$ cat config.mk
export PLATFORM = sky130hd
export DESIGN_NAME = sad_min_finder
export DESIGN_NICKNAME = d
export VERILOG_FILES = /design/src/rtl/sad_min_finder.sv
export SDC_FILE = /design/constraint.sdc
export NUM_CORES = 1
export LEC_CHECK = 0
export CAP_MARGIN = 10
export CORE_ASPECT_RATIO = 0.75
export CORE_MARGIN = 2
export CORE_UTILIZATION = 30
export DETAILED_ROUTE_END_ITERATION = 10
export PLACE_DENSITY = 0.49
export SLEW_MARGIN = 20
export SYNTH_ARGS = -nofsm -noshare
export SYNTH_HDL_FRONTEND = slang
export SYNTH_SLANG_ARGS = --single-unit
$ cat constraint.sdc
create_clock -name clk -period 5.2 [get_ports clk]
set_input_delay 0.78 -clock clk [delete_from_list [all_inputs] [get_ports clk]]
set_output_delay 0.78 -clock clk [all_outputs]
set_load 0.01 [all_outputs]
$ cat src/rtl/sad_min_finder.sv
// Sequential min/max search over N_SAD snapshotted SAD results, one compare per cycle,
// with a persistent best-SAD register that can be written back to the register file.
module sad_min_finder #(
  parameter int N_SAD = 8,
  parameter int W     = 32,
  parameter int IDX_W = 3
) (
  input  logic               clk,
  input  logic               rst,
  input  logic               find_in,
  input  logic               big_mode_in,
  input  logic [N_SAD*W-1:0] sad_bus_in,
  input  logic               write_min_in,
  input  logic               read_min_in,
  input  logic [4:0]         rd_addr_in,
  output logic [W-1:0]       result_val,
  output logic [IDX_W-1:0]   result_idx,
  output logic [W-1:0]       min_reg_out,
  output logic               busy,
  output logic               done,
  output logic               stall,
  output logic               wb_we,
  output logic [4:0]         wb_addr,
  output logic [W-1:0]       wb_data
);

  typedef enum logic [1:0] {IDLE, SCAN, DONE} state_e;

  localparam logic [IDX_W-1:0] LAST = IDX_W'(N_SAD - 1);

  state_e             state_q, state_d;
  logic [W-1:0]       sbuf_q [N_SAD];
  logic [IDX_W-1:0]   cnt_q;
  logic               big_q;
  logic [W-1:0]       best_q;
  logic [IDX_W-1:0]   best_idx_q;
  logic [W-1:0]       res_val_q;
  logic [IDX_W-1:0]   res_idx_q;
  logic               done_q;
  logic [W-1:0]       min_reg_q;
  logic               wb_we_q;
  logic [4:0]         wb_addr_q;
  logic [W-1:0]       wb_data_q;

  logic [W-1:0]       cand;
  logic               take;
  logic [W-1:0]       best_d;
  logic [IDX_W-1:0]   best_idx_d;

  // Strict compare so ties keep the earlier (lower) index.
  always_comb begin
    cand       = sbuf_q[cnt_q];
    take       = big_q ? (cand > best_q) : (cand < best_q);
    best_d     = take ? cand : best_q;
    best_idx_d = take ? cnt_q : best_idx_q;
  end

  always_comb begin
    state_d = state_q;
    case (state_q)
      IDLE:    if (find_in) state_d = SCAN;
      SCAN:    if (cnt_q == LAST) state_d = DONE;
      DONE:    state_d = IDLE;
      default: state_d = IDLE;
    endcase
  end

  always_ff @(posedge clk or negedge rst) begin
    if (!rst) state_q <= IDLE;
    else      state_q <= state_d;
  end

  always_ff @(posedge clk or negedge rst) begin
    if (!rst) begin
      for (int k = 0; k < N_SAD; k++) sbuf_q[k] <= '0;
      cnt_q      <= '0;
      big_q      <= 1'b0;
      best_q     <= '0;
      best_idx_q <= '0;
      res_val_q  <= '0;
      res_idx_q  <= '0;
      done_q     <= 1'b0;
    end else begin
      done_q <= 1'b0;
      case (state_q)
        IDLE: if (find_in) begin
          for (int k = 0; k < N_SAD; k++) sbuf_q[k] <= sad_bus_in[k*W +: W];
          big_q      <= big_mode_in;
          best_q     <= sad_bus_in[W-1:0];
          best_idx_q <= '0;
          cnt_q      <= IDX_W'(1);
        end
        SCAN: begin
          best_q     <= best_d;
          best_idx_q <= best_idx_d;
          cnt_q      <= cnt_q + 1'b1;
          // Publish together with the done pulse so result_* is valid while done is high.
          if (cnt_q == LAST) begin
            res_val_q <= best_d;
            res_idx_q <= best_idx_d;
            done_q    <= 1'b1;
          end
        end
        default: ;
      endcase
    end
  end

  // Best-SAD register and its register-file writeback path.
  always_ff @(posedge clk or negedge rst) begin
    if (!rst) begin
      min_reg_q <= '1;
      wb_we_q   <= 1'b0;
      wb_addr_q <= '0;
      wb_data_q <= '0;
    end else begin
      if (write_min_in) min_reg_q <= (state_q == DONE) ? best_q : res_val_q;
      wb_we_q <= read_min_in;
      if (read_min_in) begin
        wb_addr_q <= rd_addr_in;
        wb_data_q <= min_reg_q;
      end
    end
  end

  assign result_val  = res_val_q;
  assign result_idx  = res_idx_q;
  assign min_reg_out = min_reg_q;
  assign busy        = (state_q != IDLE);
  assign stall       = busy;
  assign done        = done_q;
  assign wb_we       = wb_we_q;
  assign wb_addr     = wb_addr_q;
  assign wb_data     = wb_data_q;

endmodule

# Word level (Yosys, flattened, before mapping)
# Cells that the tools add are included.
# Widths: inputs -> output; s select.
dict set report totals {
  ff_bits 403
  in_bits 267
  out_inout_bits 108
  elab_cells 55
}
dict set report classes {
  n_addsub 1
  n_lt_le_gt_ge 3
  eq_ne 5
  n_mux 18
  n_bitwise 1
  n_reduce_logical 7
}
# cell n
set op_table {}
lappend op_table {{$mux 32} 5}
lappend op_table {{$bmux 32 s3} 1}
lappend op_table {{$pmux 32 s2} 1}
lappend op_table {{$gt 32x32->1} 1}
lappend op_table {{$lt 32x32->1} 1}
lappend op_table {{$pmux 3 s2} 2}
lappend op_table {{$mux 3} 3}
lappend op_table {{$reduce_and 2->1} 4}
lappend op_table {{$ge 4x4->1 const B} 1}
lappend op_table {{$mux 2} 2}
lappend op_table {{$ne 2x2->1 const B} 2}
lappend op_table {{$not 3->4} 1}
lappend op_table {{$pmux 2 s2} 1}
lappend op_table {{$reduce_bool 2->1} 2}
lappend op_table {{$add 3x1->3 const B} 1}
lappend op_table {{$eq 3x3->1 const B} 1}
lappend op_table {{$mux 1} 3}
lappend op_table {{$eq 2x1->1 const B} 1}
lappend op_table {{$eq 2x2->1 const B} 1}
lappend op_table {{$logic_not 2->1} 1}

# Logic depth before layout (Yosys ltp)
dict set report depth {
  depth_word 8
  depth_mapped 15
}

# Least setup slack after synthesis
# No wires, ideal clock.
dict set report synth_path {
  kind {reg-to-reg}
  from {register cnt_q[0]}
  to {register best_q[24]}
  arrival_time_ns 3.951
  slack_ns 1.123
  stages_incl_launch_ff 16
  path_buffers 5
  synth_period_minus_slack_ns 4.077
  cell_sequence {dfrtp_1 -> clkbuf_1 -> buf_2 -> buf_2 -> mux4_2 -> mux2_2 -> ha_1 -> nand4_1 -> nor4_1 -> a21boi_1 -> o31a_1 -> o211a_1 -> buf_6 -> o31ai_4 -> buf_6 -> a221o_1}
}
dict set report synth_between {
  elab_chain_len 8
}
# item line
set synth_rtl {}
lappend synth_rtl {{start, declared} 33} ;# logic [IDX_W-1:0] cnt_q;
lappend synth_rtl {{start signal, assigned} 96} ;# cnt_q <= cnt_q + 1'b1;
lappend synth_rtl {{$not 3->4 (not written as such) (*)} 52} ;# cand = sbuf_q[cnt_q];
lappend synth_rtl {{$bmux 32 s3 (*)} 52}
lappend synth_rtl {{$mux 32 (not written as such) (*) (2 in a row)} 52}
lappend synth_rtl {{$lt 32x32->1 or $gt 32x32->1 (tied branches)} 53} ;# take = big_q ? (cand > best_q) : (cand < best_q);
lappend synth_rtl {{$mux 1} 53}
lappend synth_rtl {{$mux 32 (*)} 54} ;# best_d = take ? cand : best_q;
lappend synth_rtl {{$pmux 32 s2 (*)} 85} ;# case (state_q)
lappend synth_rtl {{end signal, assigned} 89} ;# best_q <= sad_bus_in[W-1:0];
lappend synth_rtl {{end signal, assigned} 94} ;# best_q <= best_d;
lappend synth_rtl {{end, declared} 35} ;# logic [W-1:0] best_q;
# Mark *: on every way between the ends. The rest lies on a longest branch, timed or not. The select of a mux whose other input is x is not followed.
# A chain may end at the register's enable or synchronous reset.

# Worst setup path in the final report
dict set report layout_path {
  from {register cnt_q[0]}
  to {register best_q[28]}
}
# The elaborated chain is that of the path after synthesis.

==> impl_metrics.csv <==
group,metric,value,unit
clock_network,quantity_of_hold_fixing_buffers_added_after_cts,0,
clock_network,cts_tree,"done",
synth,fraction_of_the_mapped_netlist_area_in_compound_gates,9.404,%
die,dieHeight,219.0,µm
grt,grt_antenna_before_repair,7,
run_status,run_status,"complete, no violations",
synth,yosys.area.top_type,"sky130_fd_sc_hd__dfrtp_1",
route,via_count,14610,
synth,synth_async_sr_flop_share,100.0,%
synth,yosys_register_bits,403,
setup_path,endpoint_kind,"flip-flop",
synth,netlist.area_leader.share,50.20,%
timing,normalized_max_slew_margin,32.50,%
clock_network,numClockSinks,403,
synth,most_numerous_cell_in_the_yosys_netlist,"sky130_fd_sc_hd__nand2_1",
setup_path,cp_cell_sequence,"buf_4 > mux4_2 > mux2_2 > ha_1 > a21oi_1 > o21ai_1 > a221oi_1 > o211ai_1 > o211a_1 > o31ai_4 > buf_4 > a221o_1",
die,ioPinCount,375,
route,routed_via_density,4.869,
finish,fin_nets,2470,
setup_path,reg2regPathDepth,12,
synth,area_of_the_mapped_netlist,18490,µm²
grt,grt_remaining_overflow,0,
timing,setup_viol,0,
timing,clock.fmax,0.2098,GHz
setup_path,cp_slowest_stage_delay,0.75,ns
timing,finalHoldWorstSlack,0.2451,ns
synth,synthesis.nets,2143,
power_and_ir_drop,power.density,679.3,nW/µm²
clock_network,count_of_cells_resized_by_post_cts_repair,0,
route,drt_first_pass_iters,5,
finish,multiInputGateArea,7732,µm²
die,start_util,30.47,%
synth,synth_simple_gate_area_share,17.98,%
route,route.detailed.drc,0,
synth,dominantRegCellSynth,"sky130_fd_sc_hd__dfrtp_1",
synth,synthXorXnorAreaFrac,0,%
setup_path,cp-start-kind,"flip-flop",
setup_path,critical_path_peak_fanout,18,
setup_path,worst-path-buf-inv,2,
power_and_ir_drop,vdd_ir_drop_max,594.5,µV
placed_design,gp_congestion,0.8992,
placed_design,dpl.hpwl,45600,µm
timing,report.final.hold_viol_count,0,
clock_network,clock_insertion_delay_worst_skew,0.58,ns
setup_path,cp_data_required_time,5.71,ns
clock_network,clock-root-buffer,"sky130_fd_sc_hd__clkbuf_16",
power_and_ir_drop,static-leakage-power,11.54,nW
synth,synthAdderAreaFrac,2.300,%
setup_path,critical_setup_path_class,"flip-flop to flip-flop",
timing,timing.final.crit_period,4.766,ns
die,x_dimension_of_the_die,290.7,µm
synth,synth_enable_flop_cells,0,
timing,grt_setup_unrepaired,"false",
clock_network,clk_transition_reported_paths,0.06,ns
timing,worst_clock_skew,0.02152,ns
synth,syn_inst,1842,
grt,grt_pass1_vias,14890,
synth,proportion_of_synthesized_area_in_mux_cells,12.04,%
finish,fillCellCount,5954,
finish,layout-drive-gt1-share,12.51,%
die,floorplan.rows,78,
grt,grt_start_max_net_pins,259,
synth,yosysWarningCount,0,
setup_path,worst-r2r-setup-slack,0.43,ns
grt,grt.total_usage,19.61,%
setup_path,worst_r2r_endpoint,"best_q[28]$_DFFE_PN0P_",
hold_path,hp-class,"input port to async pin",
route,final_routed_wirelength_across_all_metal_layers,62300,µm
setup_path,worstPathArrival,5.27,ns
timing,finalCritPeriodShare,91.65,%
clock_network,cts_inserted_buffers,44,
synth,largest_family_of_logic_cells_by_synthesized_area,"simple AND/OR/NAND/NOR gates",
die,core_area,60700,µm²
route,detailedRoute.firstIterationViolations,1191,
clock_network,cts_max_path_buffers,3,
finish,register_area,10130,µm²
setup_path,crit_family,"compound AO/OA/AOI/OAI gates",
synth,post_synth_most_frequent_cells,"sky130_fd_sc_hd__nand2_1 (727), sky130_fd_sc_hd__dfrtp_1 (371), sky130_fd_sc_hd__a21oi_1 (106), sky130_fd_sc_hd__clkbuf_1 (99), sky130_fd_sc_hd__mux2_2 (68)",
route,ant_nets,0,
synth,synth_cell_types,43,
synth,sequential_to_total_area_share_from_yosys_stat,54.75,%
timing,worst_pin_slew,1.011,ns
timing,report.final.slew_viol_count,0,
run,drv_cap,0,
setup_path,path_common_cell,"sky130_fd_sc_hd__buf_4",
timing,total_neg_setup_slack,0,ns
route,wl_per_cell,20.76,µm
grt,grt_pass1_wl,95390,µm
clock_network,setup_fix_bufs_post_cts,0,
clock_network,htreeDepth,2,
setup_path,cp_slowest_cell,"sky130_fd_sc_hd__o31ai_4",
synth,top_area_cells_in_the_synthesized_netlist,"sky130_fd_sc_hd__dfrtp_1 (50%), sky130_fd_sc_hd__nand2_1 (15%), sky130_fd_sc_hd__mux4_2 (7.8%)",
placed_design,portBuffers,374,
finish,layout-area-overhead-vs-synth,32.72,%
setup_path,rr_startpoint,"cnt_q[0]$_DFFE_PN0P_",
synth,syn_avg_cell_area,10.04,µm²
die,die_area,63670,µm²
cell type report:
cell class              count  share of cell area (%)
flip-flops and latches    403                   41.29
multi-input cells        1279                   31.50
repair buffers            406                   16.76
clock buffers              66                   5.276
well taps                 800                   4.078
clock inverters            10                  0.5403
inverters                  35                  0.5352
diodes                      2                 0.02039
registers in the layout (all words and copies together), names as in the netlist:
| register | count |
|---|---|
| best_idx_q | 3 |
| result_val | 32 |
| min_reg_out | 32 |
| state_q | 2 |
| wb_we | 1 |
| done | 1 |
| wb_data | 32 |
| sbuf_q | 256 |
| result_idx | 3 |
| big_q | 1 |
| best_q | 32 |
| cnt_q | 3 |
| wb_addr | 5 |
stage by stage:
| step | area (µm²) | instances | util [%] | setup slack, ns | power (W) |
|---|---|---|---|---|---|
| floorplan | 18490 | 1842 | - | 1.123 | 0.01040 |
| global route | 24540 | 2999 | 40.43 | 0.1689 | 0.01788 |
| global placement | 23080 | 2922 | 38.02 | 0.5431 | 0.01343 |
| finish | 24540 | 3001 | 40.43 | 0.4342 | 0.01667 |
| CTS | 24510 | 2998 | 40.38 | 0.4465 | 0.01675 |
| detailed placement | 23080 | 2922 | 38.02 | 0.4760 | 0.01348 |
worst max path at each step:
stage | start | to | slack [ns] | cells after the start
3_5_place_dp | cnt_q[0]$_DFFE_PN0P_ | best_q[18]$_DFFE_PN0P_ | 0.48 | 12
4_1_cts | cnt_q[0]$_DFFE_PN0P_ | best_q[17]$_DFFE_PN0P_ | 0.45 | 12
6_report | cnt_q[0]$_DFFE_PN0P_ | best_q[28]$_DFFE_PN0P_ | 0.43 | 12
3_3_place_gp | cnt_q[0]$_DFFE_PN0P_ | best_q[28]$_DFFE_PN0P_ | 0.54 | 12
5_1_grt | cnt_q[0]$_DFFE_PN0P_ | best_q[17]$_DFFE_PN0P_ | 0.17 | 12
2_1_floorplan | cnt_q[0]$_DFFE_PN0P_ | best_q[24]$_DFFE_PN0P_ | 1.12 | 15
report_power, final:
part           switching, W  leakage (nW)  internal, W
Clock               0.00130         0.704      0.00186
Combinational       0.00437          5.89      0.00346
Sequential          0.00110          4.95      0.00459
per-layer routing:
metal / track usage [%] / wire length, µm / vias to the layer above
li1: - / - / 6891
met1: 31.10 / 32650 / 7223
met2: 27.13 / 24990 / 419
met3: 4.031 / 3615 / 72
met4: 3.869 / 983 / 8
met5: 0 / 60 / -
cells in the final DEF, fill, tap and decap left out, types with 35 or more instances in the layout:
master,count
sky130_fd_sc_hd__clkbuf_16,45
sky130_fd_sc_hd__dfrtp_1,368
sky130_fd_sc_hd__clkdlybuf4s50_1,371
sky130_fd_sc_hd__mux2_2,68
sky130_fd_sc_hd__nand2_1,726
sky130_fd_sc_hd__o21ai_0,35
sky130_fd_sc_hd__mux4_2,64
sky130_fd_sc_hd__inv_1,35
sky130_fd_sc_hd__nor2_1,66
sky130_fd_sc_hd__a21oi_1,106
worst reg2reg max path: cells and delay by family (launching register included):
family / cells / cell delay, ns
AOI/OAI and AO/OA: 7 / 2.14
muxes: 2 / 0.89
buffers and inverters: 2 / 0.73
DFF: 1 / 0.62
adders and majority gates: 1 / 0.33
cell families after synthesis:
kind of cell / after synthesis
AND/OR/NAND/NOR: 848
flip-flops: 403
AO/OA/AOI/OAI: 263
buffers and inverters: 160
multiplexers: 134
adder cells (fa/ha/maj): 34
(Power assumes the default switching activity.)
